<file path="config.mk">
export PLATFORM = sky130hd
export DESIGN_NAME = fc7_rm_ctrl_flat
export DESIGN_NICKNAME = d
export VERILOG_FILES = /design/src/rtl/fc7_pkg.sv /design/src/rtl/fc7_rm_if.sv /design/src/rtl/fc7_rm_fifo.sv /design/src/rtl/fc7_rm_ctrl.sv /design/src/flat_wrapper.sv
export SDC_FILE = /design/constraint.sdc
export NUM_CORES = 1
export LEC_CHECK = 0
export CORE_MARGIN = 3
export CORE_UTILIZATION = 53
export CTS_CLUSTER_DIAMETER = 120
export CTS_CLUSTER_SIZE = 12
export DETAILED_ROUTE_END_ITERATION = 12
export GPL_TIMING_DRIVEN = 1
export PLACE_DENSITY_LB_ADDON = 0.05
export REMOVE_ABC_BUFFERS = 1
export SYNTH_ARGS = -nofsm -noshare
export SYNTH_HDL_FRONTEND = slang
export SYNTH_HIERARCHICAL = 1
export SYNTH_SLANG_ARGS = --single-unit
</file>
<file path="constraint.sdc">
create_clock -name clk -period 3.8 [get_ports clk]
set_clock_uncertainty 0.1 [all_clocks]
set_input_delay 0.76 -clock clk [delete_from_list [all_inputs] [get_ports clk]]
set_output_delay 0.76 -clock clk [all_outputs]
set_load 0.05 [all_outputs]
</file>
<file path="src/rtl/fc7_pkg.sv">
`default_nettype none
// ============================================================================
// fc7_pkg : shared constants and state encoding for the fc7 weight-RAM sequencer
// Revision : 1.0
// ============================================================================
package fc7_pkg;

    localparam int FC7_ADDR_WIDTH = 11;
    localparam int FC7_DATA_WIDTH = 32;
    localparam int FC7_RD_LATENCY = 2;
    localparam int FC7_FIFO_DEPTH = 4;
    localparam int FC7_PASS_WIDTH = 8;

    typedef enum logic [2:0] {
        ST_IDLE  = 3'd0,
        ST_LOAD  = 3'd1,
        ST_READ  = 3'd2,
        ST_DRAIN = 3'd3,
        ST_DONE  = 3'd4
    } state_t;

endpackage
`default_nettype wire

</file>
<file path="src/rtl/fc7_rm_if.sv">
`default_nettype none
// ============================================================================
// fc7_rm_if : control, load stream, RAM ports and weight stream of fc7_rm_ctrl
// Revision  : 1.0
// ============================================================================
interface fc7_rm_if
    import fc7_pkg::*;
#(
    parameter int ADDR_WIDTH = FC7_ADDR_WIDTH,
    parameter int DATA_WIDTH = FC7_DATA_WIDTH,
    parameter int PASS_WIDTH = FC7_PASS_WIDTH
);
    logic                  start;
    logic                  cfg_load;
    logic [ADDR_WIDTH:0]   cfg_words;
    logic [PASS_WIDTH-1:0] cfg_pass;
    logic                  ld_valid;
    logic                  ld_ready;
    logic [DATA_WIDTH-1:0] ld_data;
    logic                  ram_wea;
    logic [ADDR_WIDTH-1:0] ram_addra;
    logic [DATA_WIDTH-1:0] ram_dina;
    logic [ADDR_WIDTH-1:0] ram_addrb;
    logic [DATA_WIDTH-1:0] ram_doutb;
    logic                  wt_valid;
    logic                  wt_ready;
    logic [DATA_WIDTH-1:0] wt_data;
    logic                  wt_last;
    logic                  busy;
    logic                  done;

    modport master (
        input  start, cfg_load, cfg_words, cfg_pass,
        input  ld_valid, ld_data, ram_doutb, wt_ready,
        output ld_ready, ram_wea, ram_addra, ram_dina, ram_addrb,
        output wt_valid, wt_data, wt_last, busy, done
    );

    modport slave (
        output start, cfg_load, cfg_words, cfg_pass,
        output ld_valid, ld_data, ram_doutb, wt_ready,
        input  ld_ready, ram_wea, ram_addra, ram_dina, ram_addrb,
        input  wt_valid, wt_data, wt_last, busy, done
    );

endinterface
`default_nettype wire

</file>
<file path="src/rtl/fc7_rm_fifo.sv">
`default_nettype none
// ============================================================================
// fc7_rm_fifo : small synchronous FIFO with occupancy count; head reads 0 when empty
// Revision    : 1.0
// ============================================================================
module fc7_rm_fifo #(
    parameter int WIDTH     = 33,
    parameter int DEPTH     = 4,
    parameter int CNT_WIDTH = $clog2(DEPTH + 1)
) (
    input  logic                 clk,
    input  logic                 rst,
    input  logic                 push,
    input  logic [WIDTH-1:0]     din,
    input  logic                 pop,
    output logic [WIDTH-1:0]     dout,
    output logic [CNT_WIDTH-1:0] count
);
    localparam int PTR_WIDTH = (DEPTH > 1) ? $clog2(DEPTH) : 1;

    logic [WIDTH-1:0]     mem [DEPTH];
    logic [PTR_WIDTH-1:0] wr_ptr;
    logic [PTR_WIDTH-1:0] rd_ptr;
    logic                 do_push;
    logic                 do_pop;

    assign do_pop  = pop && (count != '0);
    assign do_push = push && ((count != CNT_WIDTH'(DEPTH)) || do_pop);

    always_ff @(posedge clk or posedge rst) begin
        if (rst) begin
            wr_ptr <= '0;
            rd_ptr <= '0;
            count  <= '0;
        end else begin
            if (do_push) begin
                wr_ptr <= (wr_ptr == PTR_WIDTH'(DEPTH - 1)) ? '0 : wr_ptr + PTR_WIDTH'(1);
            end
            if (do_pop) begin
                rd_ptr <= (rd_ptr == PTR_WIDTH'(DEPTH - 1)) ? '0 : rd_ptr + PTR_WIDTH'(1);
            end
            count <= count + CNT_WIDTH'(do_push) - CNT_WIDTH'(do_pop);
        end
    end

    always_ff @(posedge clk) begin
        if (do_push) begin
            mem[wr_ptr] <= din;
        end
    end

    assign dout = (count != '0) ? mem[rd_ptr] : '0;

    a_no_overflow: assert property (@(posedge clk) disable iff (rst)
        !(push && (count == CNT_WIDTH'(DEPTH)) && !pop));

endmodule
`default_nettype wire

</file>
<file path="src/rtl/fc7_rm_ctrl.sv">
`default_nettype none
// ============================================================================
// fc7_rm_ctrl : loads fc7 weights into RAM, then replays them num_pass times
// Revision    : 1.0
// ============================================================================
module fc7_rm_ctrl
    import fc7_pkg::*;
#(
    parameter int ADDR_WIDTH = FC7_ADDR_WIDTH,
    parameter int DATA_WIDTH = FC7_DATA_WIDTH,
    parameter int RD_LATENCY = FC7_RD_LATENCY,
    parameter int FIFO_DEPTH = FC7_FIFO_DEPTH,
    parameter int PASS_WIDTH = FC7_PASS_WIDTH
) (
    input  logic     clk,
    input  logic     rst,
    fc7_rm_if.master bus
);
    localparam int                    CNT_WIDTH = $clog2(FIFO_DEPTH + 1);
    localparam logic [ADDR_WIDTH:0]   WORD_ONE  = {{ADDR_WIDTH{1'b0}}, 1'b1};
    localparam logic [PASS_WIDTH-1:0] PASS_ONE  = {{(PASS_WIDTH-1){1'b0}}, 1'b1};

    state_t                state;
    logic [ADDR_WIDTH:0]   words;
    logic [ADDR_WIDTH:0]   words_m1;
    logic [PASS_WIDTH-1:0] passes;
    logic [PASS_WIDTH-1:0] pass_cnt;
    logic [ADDR_WIDTH:0]   wr_cnt;
    logic [ADDR_WIDTH-1:0] rd_addr;
    logic [ADDR_WIDTH-1:0] addrb;
    logic [RD_LATENCY-1:0] vld_sr;
    logic [RD_LATENCY-1:0] lst_sr;
    logic [CNT_WIDTH-1:0]  inflight;
    logic [CNT_WIDTH-1:0]  fifo_cnt;
    logic [DATA_WIDTH:0]   fifo_dout;
    logic                  beat;
    logic                  issue;
    logic                  last_addr;
    logic                  last_pass;
    logic                  tail_vld;
    logic                  pop;
    logic                  drain_empty;

    assign words_m1  = words - WORD_ONE;
    assign beat      = (state == ST_LOAD) && bus.ld_valid;
    assign last_addr = ({1'b0, rd_addr} == words_m1);
    assign last_pass = (pass_cnt == passes - PASS_ONE);
    assign tail_vld  = vld_sr[RD_LATENCY-1];
    assign pop       = bus.wt_valid && bus.wt_ready;

    // Credit: every issued read owns a FIFO slot until it is popped; no pop bypass.
    assign issue = (state == ST_READ) &&
                   (({1'b0, inflight} + {1'b0, fifo_cnt}) < (CNT_WIDTH + 1)'(FIFO_DEPTH));

    // Look one cycle ahead so done follows the final pop by exactly one cycle.
    assign drain_empty = (inflight == '0) &&
                         ((fifo_cnt == '0) || ((fifo_cnt == CNT_WIDTH'(1)) && pop));

    always_ff @(posedge clk or posedge rst) begin
        if (rst) begin
            state    <= ST_IDLE;
            words    <= '0;
            passes   <= '0;
            pass_cnt <= '0;
            wr_cnt   <= '0;
            rd_addr  <= '0;
            addrb    <= '0;
            vld_sr   <= '0;
            lst_sr   <= '0;
            inflight <= '0;
        end else begin
            vld_sr[0] <= issue;
            lst_sr[0] <= issue && last_addr;
            for (int i = 1; i < RD_LATENCY; i++) begin
                vld_sr[i] <= vld_sr[i-1];
                lst_sr[i] <= lst_sr[i-1];
            end
            inflight <= inflight + CNT_WIDTH'(issue) - CNT_WIDTH'(tail_vld);

            case (state)
                ST_IDLE: begin
                    if (bus.start) begin
                        words    <= bus.cfg_words;
                        passes   <= (bus.cfg_pass == '0) ? PASS_ONE : bus.cfg_pass;
                        pass_cnt <= '0;
                        wr_cnt   <= '0;
                        rd_addr  <= '0;
                        if (bus.cfg_words == '0) begin
                            state <= ST_DONE;
                        end else if (bus.cfg_load) begin
                            state <= ST_LOAD;
                        end else begin
                            state <= ST_READ;
                        end
                    end
                end
                ST_LOAD: begin
                    if (beat) begin
                        if (wr_cnt == words_m1) begin
                            wr_cnt <= '0;
                            state  <= ST_READ;
                        end else begin
                            wr_cnt <= wr_cnt + WORD_ONE;
                        end
                    end
                end
                ST_READ: begin
                    if (issue) begin
                        addrb <= rd_addr;
                        if (last_addr) begin
                            rd_addr  <= '0;
                            pass_cnt <= pass_cnt + PASS_ONE;
                            if (last_pass) begin
                                state <= ST_DRAIN;
                            end
                        end else begin
                            rd_addr <= rd_addr + ADDR_WIDTH'(1);
                        end
                    end
                end
                ST_DRAIN: begin
                    if (drain_empty) begin
                        state <= ST_DONE;
                    end
                end
                ST_DONE: begin
                    state <= ST_IDLE;
                end
                default: begin
                    state <= ST_IDLE;
                end
            endcase
        end
    end

    fc7_rm_fifo #(
        .WIDTH     (DATA_WIDTH + 1),
        .DEPTH     (FIFO_DEPTH),
        .CNT_WIDTH (CNT_WIDTH)
    ) u_fifo (
        .clk   (clk),
        .rst   (rst),
        .push  (tail_vld),
        .din   ({bus.ram_doutb, lst_sr[RD_LATENCY-1]}),
        .pop   (pop),
        .dout  (fifo_dout),
        .count (fifo_cnt)
    );

    assign bus.ld_ready  = (state == ST_LOAD);
    assign bus.ram_wea   = beat;
    assign bus.ram_addra = wr_cnt[ADDR_WIDTH-1:0];
    assign bus.ram_dina  = beat ? bus.ld_data : '0;
    assign bus.ram_addrb = addrb;
    assign bus.wt_valid  = (fifo_cnt != '0);
    assign bus.wt_data   = fifo_dout[DATA_WIDTH:1];
    assign bus.wt_last   = fifo_dout[0];
    assign bus.busy      = (state != ST_IDLE);
    assign bus.done      = (state == ST_DONE);

endmodule
`default_nettype wire

</file>
<file path="src/flat_wrapper.sv">
// flat-port wrapper written by rule: the top's interface ports become plain ports
module fc7_rm_ctrl_flat import fc7_pkg::*;
#(
    parameter int ADDR_WIDTH = FC7_ADDR_WIDTH,
    parameter int DATA_WIDTH = FC7_DATA_WIDTH,
    parameter int RD_LATENCY = FC7_RD_LATENCY,
    parameter int FIFO_DEPTH = FC7_FIFO_DEPTH,
    parameter int PASS_WIDTH = FC7_PASS_WIDTH
)
  (clk, rst, bus_start, bus_cfg_load, bus_cfg_words, bus_cfg_pass, bus_ld_valid, bus_ld_data, bus_ram_doutb, bus_wt_ready, bus_ld_ready, bus_ram_wea, bus_ram_addra, bus_ram_dina, bus_ram_addrb, bus_wt_valid, bus_wt_data, bus_wt_last, bus_busy, bus_done);
  fc7_rm_if #(.ADDR_WIDTH(ADDR_WIDTH), .DATA_WIDTH(DATA_WIDTH), .PASS_WIDTH(PASS_WIDTH)) bus_i ();
  input  logic clk;
  input  logic rst;
  input wire logic [$bits(bus_i.start)-1:0] bus_start;
  input wire logic [$bits(bus_i.cfg_load)-1:0] bus_cfg_load;
  input wire logic [$bits(bus_i.cfg_words)-1:0] bus_cfg_words;
  input wire logic [$bits(bus_i.cfg_pass)-1:0] bus_cfg_pass;
  input wire logic [$bits(bus_i.ld_valid)-1:0] bus_ld_valid;
  input wire logic [$bits(bus_i.ld_data)-1:0] bus_ld_data;
  input wire logic [$bits(bus_i.ram_doutb)-1:0] bus_ram_doutb;
  input wire logic [$bits(bus_i.wt_ready)-1:0] bus_wt_ready;
  output wire logic [$bits(bus_i.ld_ready)-1:0] bus_ld_ready;
  output wire logic [$bits(bus_i.ram_wea)-1:0] bus_ram_wea;
  output wire logic [$bits(bus_i.ram_addra)-1:0] bus_ram_addra;
  output wire logic [$bits(bus_i.ram_dina)-1:0] bus_ram_dina;
  output wire logic [$bits(bus_i.ram_addrb)-1:0] bus_ram_addrb;
  output wire logic [$bits(bus_i.wt_valid)-1:0] bus_wt_valid;
  output wire logic [$bits(bus_i.wt_data)-1:0] bus_wt_data;
  output wire logic [$bits(bus_i.wt_last)-1:0] bus_wt_last;
  output wire logic [$bits(bus_i.busy)-1:0] bus_busy;
  output wire logic [$bits(bus_i.done)-1:0] bus_done;
  assign bus_i.start = bus_start;
  assign bus_i.cfg_load = bus_cfg_load;
  assign bus_i.cfg_words = bus_cfg_words;
  assign bus_i.cfg_pass = bus_cfg_pass;
  assign bus_i.ld_valid = bus_ld_valid;
  assign bus_i.ld_data = bus_ld_data;
  assign bus_i.ram_doutb = bus_ram_doutb;
  assign bus_i.wt_ready = bus_wt_ready;
  assign bus_ld_ready = bus_i.ld_ready;
  assign bus_ram_wea = bus_i.ram_wea;
  assign bus_ram_addra = bus_i.ram_addra;
  assign bus_ram_dina = bus_i.ram_dina;
  assign bus_ram_addrb = bus_i.ram_addrb;
  assign bus_wt_valid = bus_i.wt_valid;
  assign bus_wt_data = bus_i.wt_data;
  assign bus_wt_last = bus_i.wt_last;
  assign bus_busy = bus_i.busy;
  assign bus_done = bus_i.done;
  fc7_rm_ctrl #(.ADDR_WIDTH(ADDR_WIDTH), .DATA_WIDTH(DATA_WIDTH), .RD_LATENCY(RD_LATENCY), .FIFO_DEPTH(FIFO_DEPTH), .PASS_WIDTH(PASS_WIDTH)) u_core (.clk(clk), .rst(rst), .bus(bus_i));
endmodule
</file>
==> results.md <==
* Slew margin rel. at 0.374
* Sequential area share after synthesis at 0.573
* Kind of critical path: reg -> out
* Met3 Routed Length at ~1400 um
* CP required at between 2 and 3 ns
* Mapped Cells at about 830
* CP Max Fanout at 21
* Unrepaired setup endpoints after global routing: false
* Run status: finished clean
* Mapped cell area at about 10000 um2
* Initial antenna violation count at 0
* Cts hold-fix bufs at 0
* Top cell type's share of synthesized area at 0.383
* Worst-Margin Slew at between 0.9 and 1 ns
* Largest cells by area after synthesis: edfxtp_1 (38%), dfrtp_1 (19%), mux4_2 (7.2%), nand2_1 (3.8%), xnor2_1 (2.6%)
* Final setup TNS at 0 ns
* Most frequent cell after synthesis: edfxtp_1
* M1 WL at between 9000 and 10000 um
* Total number of vias at approximately 7200
* Slew Viols, Final at 0
* Post-detail-place hpwl at about 17000 um
* Max VDD drop at between 300 and 400 uV
* Sink Count at between 200 and 250
* Chip width at 146 um
* Largest net degree at the start of global routing at 44
* # rows at 50
* CTS tree: done
* Most common flop cell mapped by yosys: edfxtp_1
* Period utilisation layout at 0.953
* Die height at roughly 150 um
* Crit end category: output port
* Postcts setup bufs at 0
* Final #Nets at 1099
* Initial DRC count at 479
* Mux share of post-synthesis cell area at 0.0847
* I/O pin cnt at around 180
* Inserted Clock Buffers at 21
* Leading area contributor after synthesis: edfxtp_1
* Crit-path cells: buf_12 -> mux4_2 -> nor2b_1 -> clkdlybuf4s50_1
* Diodes inserted at 0
* Worst min path class: reg -> reg
* XOR/XNOR share of the synthesized area at 0.0467
* PortBufs at roughly 180
* Synth-to-layout area growth at 24.2%
* CORE AREA at about 19000 um2
* Number of synthesized flops with an enable pin at ~130
* H-tree levels at 1
* FFs w/ async S/R, synth at 0.374
* Final core occ at 0.679
* Met2 routed WL at between 10000 and 15000 um
* Dpl ws at about 0.54 ns
* Minimum clock period at roughly 3.6 ns
* Slowest cell on crit path: clkdlybuf4s50_1
* Inst Count DP at ~1200
* Vias in the first global route at around 7500
* Total grt overflow at 0
* First-pass GRT wire length at around 39000 um
* DRC Markers at 0
* Hold Slack at between 0.2 and 0.3 ns
* Largest family of logic cells by synthesized area: simple AND/OR/NAND/NOR gates
* GP Congestion at approximately 0.91
* Post-Route WL at approximately 24000 um
* DRT Pass-1 Iters at 5
* Final ANT Viol Nets at 0
* Yosys cell types at 73
* Reg clk slew, reported paths at about 0.06 ns
* Resized cells post-CTS at 0
* Share of post-route cells with drive strength above 1 at 0.140
* Initial core utilization at 0.546
* Max Fclk at 276 MHz
* Post-DR wirelength/cell at roughly 19 um
* Avg Vias per Cell at 5.69
* Final std cells w/o fill at between 1000 and 1500
* Worst skew pair latency at between 0.4 and 0.5 ns
* Post-Synth Adder-Cell Area at 0.0232
* Top layer in use: met4
* GRT Total Usage at 0.222
* Power Dens Cells at approximately 750 nW/um2
* Most frequent cells after synthesis: edfxtp_1 (132), nand2_1 (106), dfrtp_1 (79), and3_1 (41), nor2b_1 (38)
* Startpoint types: register
* Leak at approximately 0.0050 uW
* Layout fillers at 1391
* Clk buf depth at 3
* Final setup margin at about 0.18 ns
* Simple-Gate Fraction of Synth Area at 0.179
* Post-synthesis compound-gate area fraction at 0.0534
* Root Driver: clkbuf_16
* Mapped Avg Cell Area at approximately 13 um2
* Critical Path AT at between 2 and 3 ns
* Final setup vio count at 0
* Slowest cell delay on critical path at between 0.7 and 0.8 ns
* Yosys reg bits at ~210
* Final hold violation count at 0
* Max-cap violations at 0
* DIE AREA at ~21000 um2
* Warnings from Yosys at 6
-- power by group --
group / internal (uW) / switching [uW] / total (uW)
Clock: 1030 / 777 / 1800
Sequential: 2830 / 572 / 3400
Combinational: 1800 / 2590 / 4380
-- worst paths after layout --
kind / cells after the start / slack (ns) / to / startpoint
worst min-delay path: 0 / 0.25 / u_core/vld_sr[1]$_DFF_PP0_ / u_core/vld_sr[0]$_DFF_PP0_
min in group asynchronous: 2 / 0.49 / u_core/u_fifo/count[0]$_DFF_PP0_ / rst
worst min register to register: 0 / 0.25 / u_core/vld_sr[1]$_DFF_PP0_ / u_core/vld_sr[0]$_DFF_PP0_
max in group asynchronous: 3 / 2.26 / u_core/wr_cnt[2]$_DFFE_PP0P_ / rst
worst max register to register: 7 / 0.53 / u_core/rd_addr[5]$_DFFE_PP0P_ / u_core/words[5]$_DFFE_PP0P_
worst max-delay path: 4 / 0.18 / bus_wt_data[4] / u_core/u_fifo/rd_ptr[0]$_DFFE_PP0N_
-- area by class of cell --
cell class                 instances  area (um2)  area share
multi-input combinational        532        4020       0.313
timing repair buffer             195        1870       0.146
inverter                          30         113     0.00875
tap                              260         325      0.0253
clock inverter                     1        7.51    0.000584
sequential                       211        5950       0.462
clock buffer                      34         574      0.0446
-- cell families (layout without fill, tap and decap cells) --
family          after synthesis  count (layout)
fa+ha+maj                    18              18
simple gates                339             339
compound gates               78              78
mux                          45              45
xor+xnor                     52              52
flops                       211             211
buf+inv                      84             260
-- layer usage --
layer / vias up / track usage
met4: 0 / 0.0446
met5: - / 0
met2: 287 / 0.398
met1: 3543 / 0.288
li1: 3327 / -
met3: 33 / 0.0367
-- critical path, delay by kind of cell, from the launching register on --
family                 cells  cell delay, ns
buffers and inverters      2            0.98
DFF                        1            0.61
and+or+nand+nor            1            0.15
muxes                      1            0.52
-- sequential cells by signal, summed over array words and instances, names as in the netlist --
register and cells:
u_core/bus.ram_addrb 11, u_core/inflight 3, u_core/lst_sr 2, u_core/pass_cnt 8, u_core/passes 8, u_core/rd_addr 11
u_core/state 3, u_core/u_fifo/count 3, u_core/u_fifo/mem 132, u_core/u_fifo/rd_ptr 2, u_core/u_fifo/wr_ptr 2, u_core/vld_sr 2
u_core/words 12, u_core/wr_cnt 12
-- cell usage in the layout, fill, tap and decap left out, types with 3 or more instances in the layout --
| master | instances |
|---|---|
| nand4_1 | 9 |
| or3b_2 | 3 |
| dfrtp_1 | 77 |
| a31oi_1 | 4 |
| a211oi_1 | 3 |
| clkdlybuf4s50_1 | 148 |
| and2_1 | 6 |
| clkbuf_16 | 21 |
| nand3_1 | 17 |
| mux4_2 | 33 |
| ha_1 | 16 |
| nor4_1 | 9 |
| and3_1 | 41 |
| buf_4 | 44 |
| nand3b_1 | 5 |
| nor2b_1 | 38 |
| inv_2 | 3 |
| mux2i_1 | 7 |
| nand2b_1 | 11 |
| xnor2_1 | 31 |
| and2_2 | 4 |
| clkbuf_1 | 13 |
| or4_1 | 6 |
| inv_1 | 27 |
| a21oi_1 | 11 |
| o211ai_1 | 3 |
| o21ai_0 | 21 |
| or3_1 | 6 |
| buf_12 | 3 |
| edfxtp_1 | 132 |
| nor2_1 | 37 |
| o21ai_1 | 6 |
| nor3_1 | 19 |
| nand2_1 | 106 |
| xor2_1 | 19 |
| o31ai_1 | 7 |
-- per-stage QoR --
stage | power [uW] | cell area (um2)
6_report | 9590 | 12900
5_1_grt | 10200 | 12900
4_1_cts | 9650 | 12900
3_5_place_dp | 7830 | 12300
3_3_place_gp | 7700 | 12300
2_1_floorplan | 6380 | 10100
Power figures use the tool's default switching activity.
